## config.mk

```make
export PLATFORM = sky130hd
export DESIGN_NAME = router_net_iface
export DESIGN_NICKNAME = d
export VERILOG_FILES = /design/src/rtl/router_net_iface.sv
export SDC_FILE = /design/constraint.sdc
export NUM_CORES = 1
export LEC_CHECK = 0
export CORE_MARGIN = 3
export CORE_UTILIZATION = 23
export DETAILED_ROUTE_END_ITERATION = 10
export SYNTH_ARGS = -nofsm -noshare
export SYNTH_HDL_FRONTEND = slang
export SYNTH_SLANG_ARGS = --single-unit
```

## constraint.sdc

```tcl
create_clock -name clk -period 2.4 [get_ports clk]
set_input_delay 0.72 -clock clk [delete_from_list [all_inputs] [get_ports clk]]
set_output_delay 0.72 -clock clk [all_outputs]
set_load 0.02 [all_outputs]
```

## src/rtl/router_net_iface.sv

```systemverilog
// router_net_iface
//   Network interface on the router's local (eject/inject) port.
//   Injection: host packets are queued, formed into single-flit packets
//   {dest, payload}, and sent to the router local input under credit flow
//   control (one credit per free local-input VC).
//   Ejection: flits from the router local output are buffered and handed to
//   the host with valid/ready; the destination field is checked on arrival.
//
// Ports
//   clk, reset            clock, synchronous active-high reset
//   host_inj_*            host -> NI packet interface (valid/ready)
//   rtr_in_data/valid     NI -> router local input (registered)
//   rtr_credit_in         router returns one local-input VC credit (pulse)
//   rtr_out_data/valid    router local output -> NI
//   host_ej_*             NI -> host ejected flit interface (valid/ready)
//   credit_count          current injection credits
//   err_credit_ovf        sticky: credit returned while already at NUM_VC
//   err_ej_drop           sticky: flit lost because ejection FIFO was full
//   err_misroute          sticky: ejected flit not addressed to ROUTER_ID

`ifndef FLIT_DATA_WIDTH
`define FLIT_DATA_WIDTH 32
`endif

module router_net_iface #(
  parameter int NUM_VC         = 4,
  parameter int NUM_ROUTERS    = 16,
  parameter int ROUTER_ID      = 0,
  parameter int ROUTER_ID_BITS = $clog2(NUM_ROUTERS),
  parameter int PAYLOAD_BITS   = `FLIT_DATA_WIDTH - ROUTER_ID_BITS,
  parameter int INJ_DEPTH      = 4,
  parameter int EJ_DEPTH       = 4
) (
  input  logic                          clk,
  input  logic                          reset,
  input  logic                          host_inj_valid,
  output logic                          host_inj_ready,
  input  logic [ROUTER_ID_BITS-1:0]     host_inj_dest,
  input  logic [PAYLOAD_BITS-1:0]       host_inj_payload,
  output logic [`FLIT_DATA_WIDTH-1:0]   rtr_in_data,
  output logic                          rtr_in_valid,
  input  logic                          rtr_credit_in,
  input  logic [`FLIT_DATA_WIDTH-1:0]   rtr_out_data,
  input  logic                          rtr_out_valid,
  output logic                          host_ej_valid,
  input  logic                          host_ej_ready,
  output logic [ROUTER_ID_BITS-1:0]     host_ej_src_dest,
  output logic [PAYLOAD_BITS-1:0]       host_ej_payload,
  output logic [$clog2(NUM_VC+1)-1:0]   credit_count,
  output logic                          err_credit_ovf,
  output logic                          err_ej_drop,
  output logic                          err_misroute
);

  localparam int FW  = `FLIT_DATA_WIDTH;
  localparam int CW  = $clog2(NUM_VC + 1);
  localparam int IAW = $clog2(INJ_DEPTH);
  localparam int EAW = $clog2(EJ_DEPTH);

  // ---------------- injection path ----------------
  logic [FW-1:0] inj_mem [INJ_DEPTH];
  logic [IAW:0]  inj_wr, inj_rd;   // extra MSB distinguishes full from empty
  logic          inj_empty, inj_full, inj_push, send;

  assign inj_empty      = (inj_wr == inj_rd);
  assign inj_full       = (inj_wr[IAW] != inj_rd[IAW]) &&
                          (inj_wr[IAW-1:0] == inj_rd[IAW-1:0]);
  assign host_inj_ready = !inj_full;
  assign inj_push       = host_inj_valid && !inj_full;
  assign send           = !inj_empty && (credit_count != '0);

  always_ff @(posedge clk) begin
    if (inj_push)
      inj_mem[inj_wr[IAW-1:0]] <= {host_inj_dest, host_inj_payload};
  end

  always_ff @(posedge clk) begin
    if (reset) begin
      inj_wr         <= '0;
      inj_rd         <= '0;
      rtr_in_valid   <= 1'b0;
      rtr_in_data    <= '0;
      credit_count   <= CW'(NUM_VC);
      err_credit_ovf <= 1'b0;
    end else begin
      if (inj_push)
        inj_wr <= inj_wr + 1'b1;
      rtr_in_valid <= send;
      if (send) begin
        inj_rd      <= inj_rd + 1'b1;
        rtr_in_data <= inj_mem[inj_rd[IAW-1:0]];
      end
      // A send and a returned credit in the same cycle cancel out.
      if (send && !rtr_credit_in)
        credit_count <= credit_count - CW'(1);
      else if (!send && rtr_credit_in) begin
        if (credit_count == CW'(NUM_VC))
          err_credit_ovf <= 1'b1;
        else
          credit_count <= credit_count + CW'(1);
      end
    end
  end

  // ---------------- ejection path ----------------
  logic [FW-1:0] ej_mem [EJ_DEPTH];
  logic [EAW:0]  ej_wr, ej_rd;
  logic          ej_empty, ej_full, ej_pop, ej_push;
  logic [FW-1:0] ej_head;

  assign ej_empty = (ej_wr == ej_rd);
  assign ej_full  = (ej_wr[EAW] != ej_rd[EAW]) &&
                    (ej_wr[EAW-1:0] == ej_rd[EAW-1:0]);
  assign host_ej_valid = !ej_empty;
  assign ej_pop   = !ej_empty && host_ej_ready;
  // A full FIFO still accepts when the head leaves in the same cycle.
  assign ej_push  = rtr_out_valid && (!ej_full || ej_pop);

  assign ej_head          = ej_mem[ej_rd[EAW-1:0]];
  assign host_ej_src_dest = ej_head[FW-1 -: ROUTER_ID_BITS];
  assign host_ej_payload  = ej_head[PAYLOAD_BITS-1:0];

  always_ff @(posedge clk) begin
    if (ej_push)
      ej_mem[ej_wr[EAW-1:0]] <= rtr_out_data;
  end

  always_ff @(posedge clk) begin
    if (reset) begin
      ej_wr        <= '0;
      ej_rd        <= '0;
      err_ej_drop  <= 1'b0;
      err_misroute <= 1'b0;
    end else begin
      if (ej_push)
        ej_wr <= ej_wr + 1'b1;
      if (ej_pop)
        ej_rd <= ej_rd + 1'b1;
      if (rtr_out_valid && !ej_push)
        err_ej_drop <= 1'b1;
      // Misrouted flits are still delivered; only the flag records them.
      if (ej_push &&
          (rtr_out_data[FW-1 -: ROUTER_ID_BITS] != ROUTER_ID_BITS'(ROUTER_ID)))
        err_misroute <= 1'b1;
    end
  end

endmodule

```

Word-level counts from Yosys, hierarchy flattened

Memory sizes are Yosys's and may differ from the RTL's. A register that Yosys moved wholly into a read port is not among the register bits.
Index checks and enable logic that the tools add are counted.
W data, S select, Z words.

RAM bits: 256
Memories: 2
Output and inout port bits: 73
Register bits: 19

Reductions and logical operators: 23
Bitwise logic cells: 1
Multiplexer cells: 9
$add $sub $neg: 6
Equal/unequal tests: 8

Memories:

| name    | depth | bits a word | rd ports | clocked after Yosys merged registers in | write ports | RTL line | text |
|---|---|---|---|---|---|---|---|
| ej_mem  | 4     | 32          | 1        | 1                                       | 1           | 106      | `logic [FW-1:0] ej_mem [EJ_DEPTH];` |
| inj_mem | 4     | 32          | 1        | 1                                       | 1           | 61       | `logic [FW-1:0] inj_mem [INJ_DEPTH];` |

Operators with widths:

| operator              | count |
|---|---|
| $add A3 B1 Y3 const B | 5 |
| $logic_and A1 B1 Y1   | 10 |
| $mux W3               | 3 |
| $logic_not A1 Y1      | 7 |
| $eq A3 B3 Y1          | 2 |
| $eq A2 B2 Y1          | 2 |
| $mux W1               | 4 |
| $mux W2               | 2 |
| $reduce_bool A4 Y1    | 1 |
| $eq A3 B3 Y1 const B  | 1 |
| $reduce_and A3 Y1     | 1 |
| $reduce_bool A3 Y1    | 1 |
| $sub A3 B1 Y3 const B | 1 |
| $ne A1 B1 Y1          | 2 |
| $ne A2 B2 Y1 const B  | 1 |
| $reduce_and A2 Y1     | 1 |
| $reduce_bool A2 Y1    | 1 |
| $logic_or A1 B1 Y1    | 1 |
| $not A1 Y1            | 1 |

Depth between registers and ports, before layout

Gate-level depths: netlist of the first run.

Word-level depth: 7
Depth in mapped cells: 11

Worst setup path before layout of the first run

No wires, ideal clock.

Kind: register to register
Start: reg inj_rd[0]
End: reg credit_count[2]
Arrival time: 2,238 ps
Required time: 2,255 ps
Path buffers: 3
Setup slack: 17 ps
Clock period less this slack: 2,383 ps
Stages on the path, launching flop included: 12
Cell sequence: dfxtp_1 buf_2 xor2_1 o31a_1 buf_6 buf_6 ha_1 inv_1 fa_1 xor2_1 o31ai_1 o311ai_0

Word-level cells in the longest chain between the ends: 7
Elaborated cells between the ends (all ways): 10

RTL lines:

| item                         | RTL line | text |
|---|---|---|
| start, declared              | 62       | `logic [IAW:0] inj_wr, inj_rd;` |
| start signal, assigned       | 90       | `inj_rd <= inj_rd + 1'b1;` |
| $eq A3 B3 Y1 *               | 65       | `assign inj_empty = (inj_wr == inj_rd);` |
| $logic_not A1 Y1 *           | 70       | `assign send = !inj_empty && (credit_count != '0);` |
| $logic_and A1 B1 Y1 *        | 70       |  |
| via send                     | 63       | `logic inj_empty, inj_full, inj_push, send;` |
| $logic_not A1 Y1             | 96       | `else if (!send && rtr_credit_in) begin` |
| $logic_and A1 B1 Y1          | 96       |  |
| $reduce_bool A2 Y1 (no line) | --       |  |
| $reduce_and A2 Y1 (no line)  | --       |  |
| end signal, assigned         | 83       | `credit_count <= CW'(NUM_VC);` |
| end signal, assigned         | 95       | `credit_count <= credit_count - CW'(1);` |
| end signal, assigned         | 100      | `credit_count <= credit_count + CW'(1);` |
| end, declared                | 49       | `output logic [$clog2(NUM_VC+1)-1:0] credit_count,` |

The timed path passes the listed nets; every way through them passes the cells marked *.
A chain may end at the register's enable or synchronous reset.

==> flow_summary.json, run 1 <==
{
  "status": "complete, but fails checks",
  "violations": "setup timing",
  "p_leak_nw": 5.151,
  "dieWidth_um": 229.1,
  "path_cells": "buf_12 > buf_12 > mux4_2 > buf_6",
  "die_area_sq_um": 52470,
  "clock_skew_ns": 0.01307,
  "cp-start-kind": "register",
  "yosysTopAreaCellShare_pct": 67.17,
  "grt_max_degree": 38,
  "critPathCaptureType": "primary output",
  "crit_top_cell": "buf_12",
  "tns_ns": -3.279,
  "clockRootBuffer": "clkbuf_16",
  "post-route-period-util_pct": 106.2,
  "synth-main-ff-cell": "edfxtp_1",
  "hold_viol_final": 0,
  "synth_top_cell_by_area": "edfxtp_1",
  "regToRegEndpoint": "credit_count[2]$_SDFFE_PP1P_",
  "worst_pin_slew_ns": 0.7664,
  "synth_enable_flop_cells": 256,
  "max_freq_mhz": 392.3,
  "wl_um": 25430,
  "area_growth_pct": 33.15,
  "ys_ff_latch": 309,
  "critPathSlowestCell": "mux4_2",
  "synth_area_per_cell_sq_um": 20.51,
  "reg2reg_from": "inj_wr[1]$_SDFFE_PP0N_",
  "htreeDepth": 2,
  "layout_min_cycle_time_ns": 2.549,
  "antenna_found_initial": 2,
  "seq_area_frac_synth_pct": 76.44,
  "reg2reg_setup_slack_ns": 0.34,
  "ant_nets": 0,
  "dp_slack_ns": -0.05869,
  "clock-sinks": 309,
  "synthesis.nets": 641,
  "clk-insertion-delay-late_ns": 0.54,
  "synthesis.area_sq_um": 11440,
  "layout.nets": 837,
  "layout_commonest_cell": "edfxtp_1",
  "vias": 5788,
  "irDropWorstVdd_mv": 0.8107,
  "ys_warn_count": 0,
  "row_count": 81,
  "reg2regPathDepth": 8,
  "synth_cells": 558,
  "slowest_delay_ns": 0.50,
  "routedWlPerCell_um": 17.57,
  "rsz0062_at_grt": "yes",
  "numCtsBuffers": 37,
  "crit_type": "register to primary output",
  "cts_tree": "built",
  "avgViaCountPerCell": 4.000,
  "layout_common_cells": "256 x edfxtp_1, 103 x clkdlybuf4s50_1, 64 x mux4_2",
  "setup_slack_ns": -0.1493,
  "cts_buffer_depth": 3,
  "finalWeightedCongestion": 0.6781,
  "synthDistinctLibCells": 32,
  "required_ns": 1.68,
  "synth.area.top_cells": "edfxtp_1 67%, mux4_2 13%, dfxtp_1 9.3%",
  "drive_gt1_share_pct": 27.97,
  "dr.pass1.iters": 4,
  "drv_cap": 0,
  "n_fill_cell": 4807,
  "setup_viol": 32,
  "clk_pin_slew_ns": 0.06,
  "core_area_sq_um": 49050,
  "hp-class": "register to register",
  "drc": 0,
  "whs_ns": 0.4670,
  "die_y_um": 229.1,
  "async_flop_share_pct": 0,
  "drtIter0Drc": 312,
  "fin_util_pct": 31.07,
  "grt_pass1_wl_um": 38520,
  "port_buffers": 142,
  "diodes": 0,
  "track_usage_pct": 9.764,
  "grt.overflow.total": 0,
  "worstPathArrival_ns": 1.83,
  "critical_path.endpoint": "host_ej_payload[6]",
  "hold_buffers": 0,
  "max_slew_margin_pct": 48.91,
  "dp_hpwl_um": 15310,
  "grt_pass1_vias": 6203,
  "cp_max_fo": 8,
  "io_pins": 143,
  "start_util_pct": 23.33,
  "power.density_nw_per_um2": 1121,
  "slew_viol_final": 0
}
## registers in the layout, summed over array words and instances, names as in the netlist, named ones only
register / flops
ej_wr: 3
ej_mem: 128
inj_rd: 3
err_misroute: 1
inj_wr: 3
rtr_in_data: 32
credit_count: 3
err_credit_ovf: 1
err_ej_drop: 1
ej_rd: 3
inj_mem: 128
rtr_in_valid: 1
## worst min-delay path by stage
stage | start | endpoint | slack (ns) | depth (start not counted)
6_report | err_misroute$_SDFFE_PP0P_ | err_misroute$_SDFFE_PP0P_ | 0.47 | 2
5_1_grt | rtr_in_data[26]$_SDFFE_PP0P_ | rtr_in_data[26]$_SDFFE_PP0P_ | 0.53 | 2
4_1_cts | err_misroute$_SDFFE_PP0P_ | err_misroute$_SDFFE_PP0P_ | 0.48 | 2
3_5_place_dp | err_misroute$_SDFFE_PP0P_ | err_misroute$_SDFFE_PP0P_ | 0.46 | 2
3_3_place_gp | err_misroute$_SDFFE_PP0P_ | err_misroute$_SDFFE_PP0P_ | 0.46 | 2
2_1_floorplan | ej_wr[2]$_SDFFE_PP0P_ | ej_wr[2]$_SDFFE_PP0P_ | 0.48 | 2
## what timing repair did
| item | CTS | global route |
|---|---|---|
| resized for setup | 160 | 20 |
| setup endpoints to repair | 38 | 33 |
| buffers inserted | 2 | 2 |
## area by class of cell
| cell class | count | area, sq um | area share (%) |
|---|---|---|---|
| multi-input combinational | 214 | 2547 | 16.72 |
| clock inverter | 24 | 220.2 | 1.445 |
| timing repair buffer | 182 | 1848 | 12.13 |
| inverter | 10 | 37.54 | 0.2463 |
| tap | 664 | 830.8 | 5.452 |
| clock buffer | 44 | 994.7 | 6.528 |
| sequential | 309 | 8760 | 57.48 |
## per-layer routing
metal	GRT usage (%)	vias up	wire, um
li1	-	2616	-
met5	0	-	31
met1	12.06	2953	10740
met3	2.898	42	1743
met4	3.569	4	595
met2	16.24	173	12310
## critical path, delay by kind of cell, from the launching register on
| family | cells | cell delay, ns |
|---|---|---|
| buffers and inverters | 3 | 0.39 |
| muxes | 1 | 0.50 |
| DFF | 1 | 0.39 |
## per-stage QoR
step | instances | cell area, sq um | power [W]
6_report | 1447 | 15240 | 0.01709
3_5_place_dp | 1375 | 14030 | 0.01183
5_1_grt | 1447 | 15240 | 0.01800
3_3_place_gp | 1375 | 14030 | 0.01179
4_1_cts | 1445 | 15160 | 0.01744
2_1_floorplan | 558 | 11440 | 0.009791
## synth_stat cells (3+ instances only)
| cell | count |
|---|---|
| buf_2 | 8 |
| xnor2_1 | 5 |
| dfxtp_1 | 53 |
| buf_6 | 3 |
| mux2i_1 | 36 |
| mux4_2 | 64 |
| nor2_1 | 51 |
| ha_1 | 12 |
| xor2_1 | 9 |
| edfxtp_1 | 256 |
| clkbuf_1 | 12 |
| inv_1 | 10 |
| a21oi_1 | 5 |
| and2_1 | 8 |
## cells by family after synthesis
kind of cell	Yosys count	share of synthesized area, %
simple gates	70	2.689
fa+ha+maj	13	1.487
buf+inv	35	1.465
xor+xnor	14	1.071
mux	100	15.74
compound gates	17	1.104
flops	309	76.44
## power breakdown
| part | leakage, nW | switching [W] | internal, W |
|---|---|---|---|
| clock | 0.602 | 0.00222 | 0.00332 |
| sequential | 2.79 | 0.000289 | 0.00644 |
| combinational | 1.76 | 0.00246 | 0.00236 |
| total | 5.15 | 0.00497 | 0.0121 |
(Power assumes the default switching activity.)
==> run 2, diff against run 1 <==
Settings changed: CORE_UTILIZATION 23 to 50, PLACE_DENSITY set to 0.76.
==> run 2 against run 1 <==
Net effect:
- the run still ends with setup timing left
- register-to-register slack lost 0.14 ns
- worst setup slack lost 0.031 ns
- clock-buffer cell count shrank 1
- critical path type unchanged
- critical endpoint is now host_ej_payload[27]
- largest power group unchanged
- highest routed layer unchanged
==> flow_summary.json, run 2 (same netlist as run 1, synthesis figures left out) <==
{
  "diodes": 0,
  "drtIter0Drc": 295,
  "hp-class": "register to register",
  "htreeDepth": 1,
  "status": "complete, but fails checks",
  "numCtsBuffers": 31,
  "grt_pass1_vias": 6224,
  "layout_commonest_cell": "edfxtp_1",
  "area_growth_pct": 26.83,
  "required_ns": 1.68,
  "die_area_sq_um": 24740,
  "drive_gt1_share_pct": 24.93,
  "hold_buffers": 0,
  "track_usage_pct": 17.57,
  "critPathCaptureType": "primary output",
  "io_pins": 143,
  "cp-start-kind": "register",
  "irDropWorstVdd_mv": 0.7937,
  "crit_type": "register to primary output",
  "clock-sinks": 309,
  "reg2reg_setup_slack_ns": 0.20,
  "post-route-period-util_pct": 107.5,
  "die_y_um": 157.3,
  "grt.overflow.total": 0,
  "power.density_nw_per_um2": 1115,
  "layout_min_cycle_time_ns": 2.580,
  "layout.nets": 822,
  "reg2reg_from": "inj_wr[1]$_SDFFE_PP0N_",
  "antenna_found_initial": 1,
  "n_fill_cell": 1490,
  "row_count": 54,
  "grt_max_degree": 38,
  "cp_max_fo": 5,
  "core_area_sq_um": 22160,
  "dieWidth_um": 157.3,
  "clock_skew_ns": 0.01947,
  "vias": 5748,
  "clk_pin_slew_ns": 0.06,
  "violations": "setup timing",
  "cts_buffer_depth": 3,
  "ant_nets": 0,
  "dr.pass1.iters": 4,
  "reg2regPathDepth": 8,
  "critical_path.endpoint": "host_ej_payload[27]",
  "max_slew_margin_pct": 53.16,
  "setup_slack_ns": -0.1799,
  "p_total_w": 0.01618,
  "regToRegEndpoint": "credit_count[2]$_SDFFE_PP1P_",
  "p_leak_nw": 4.996,
  "cts_tree": "built",
  "drc": 0,
  "tns_ns": -3.810,
  "start_util_pct": 51.64,
  "finalWeightedCongestion": 0.7213,
  "worst_pin_slew_ns": 0.7026,
  "port_buffers": 142,
  "layout_common_cells": "256 x edfxtp_1, 107 x clkdlybuf4s50_1, 64 x mux4_2",
  "dp_hpwl_um": 13330,
  "worstPathArrival_ns": 1.86,
  "wl_um": 21690,
  "clockRootBuffer": "clkbuf_16",
  "rsz0062_at_grt": "yes",
  "hold_viol_final": 0,
  "clk-insertion-delay-late_ns": 0.55,
  "drv_cap": 0,
  "setup_viol": 32,
  "avgViaCountPerCell": 5.516,
  "max_freq_mhz": 387.6,
  "grt_pass1_wl_um": 33690,
  "slew_viol_final": 0,
  "routedWlPerCell_um": 20.82
}
[run 2: layer usage]
metal / GRT usage [%] / wire, um / up-vias
met2: 30.68 / 11280 / 183
met3: 4.234 / 1734 / 35
met1: 22.45 / 8210 / 2952
li1: - / - / 2576
met5: 0 / 7 / -
met4: 4.298 / 456 / 2
[run 2: cell type report]
class / instances / area [sq um] / area share (%)
flip-flops and latches: 309 / 8760 / 60.35
repair buffers: 173 / 1805 / 12.44
clock buffers: 43 / 870.8 / 5.999
inverters: 10 / 37.54 / 0.2586
multi-input cells: 214 / 2550 / 17.57
well taps: 280 / 350.3 / 2.414
clock inverters: 13 / 141.4 / 0.9741
[run 2: what timing repair did]
action                     in CTS  in global routing
setup buffers                   1                  0
gates cloned                    2                  0
pin swaps                       1                  0
resized for setup             179                  9
setup endpoints to repair      34                 34
[run 2: worst max-delay path, cell delays in order, from the launching register on]
cell and delay [ns]:
dfxtp_4 0.40, buf_12 0.14, buf_16 0.12, mux4_2 0.51, buf_6 0.15
[run 2: worst min-delay path by stage]
stage                           startpoint                           to  slack, ns  cells after the start
2_1_floorplan        ej_wr[2]$_SDFFE_PP0P_        ej_wr[2]$_SDFFE_PP0P_       0.48                      2
3_3_place_gp   err_credit_ovf$_SDFFE_PP0P_  err_credit_ovf$_SDFFE_PP0P_       0.45                      2
3_5_place_dp      err_ej_drop$_SDFFE_PP0P_     err_ej_drop$_SDFFE_PP0P_       0.46                      2
4_1_cts           err_ej_drop$_SDFFE_PP0P_     err_ej_drop$_SDFFE_PP0P_       0.48                      2
5_1_grt          err_misroute$_SDFFE_PP0P_    err_misroute$_SDFFE_PP0P_       0.51                      2
6_report          err_ej_drop$_SDFFE_PP0P_     err_ej_drop$_SDFFE_PP0P_       0.47                      2
[run 2: stage by stage]
stage                     util [%]  cell area (sq um)  instances  hold slack [ns]  setup WS [ns]
after detailed placement     60.64              13440        983           0.4630        -0.2256
after global routing         65.50              14520       1042           0.5126        -0.2373
after floorplan                  -              11440        558           0.4846        0.01688
after CTS                    65.42              14500       1042           0.4784        -0.2078
final                        65.50              14520       1042           0.4719        -0.1799
after global placement       60.64              13440        983           0.4547       -0.03669
[run 2: where the power goes]
group | internal (W) | switching, W
combinational | 0.00233 | 0.00238
clock | 0.00284 | 0.00186
sequential | 0.00645 | 0.000323
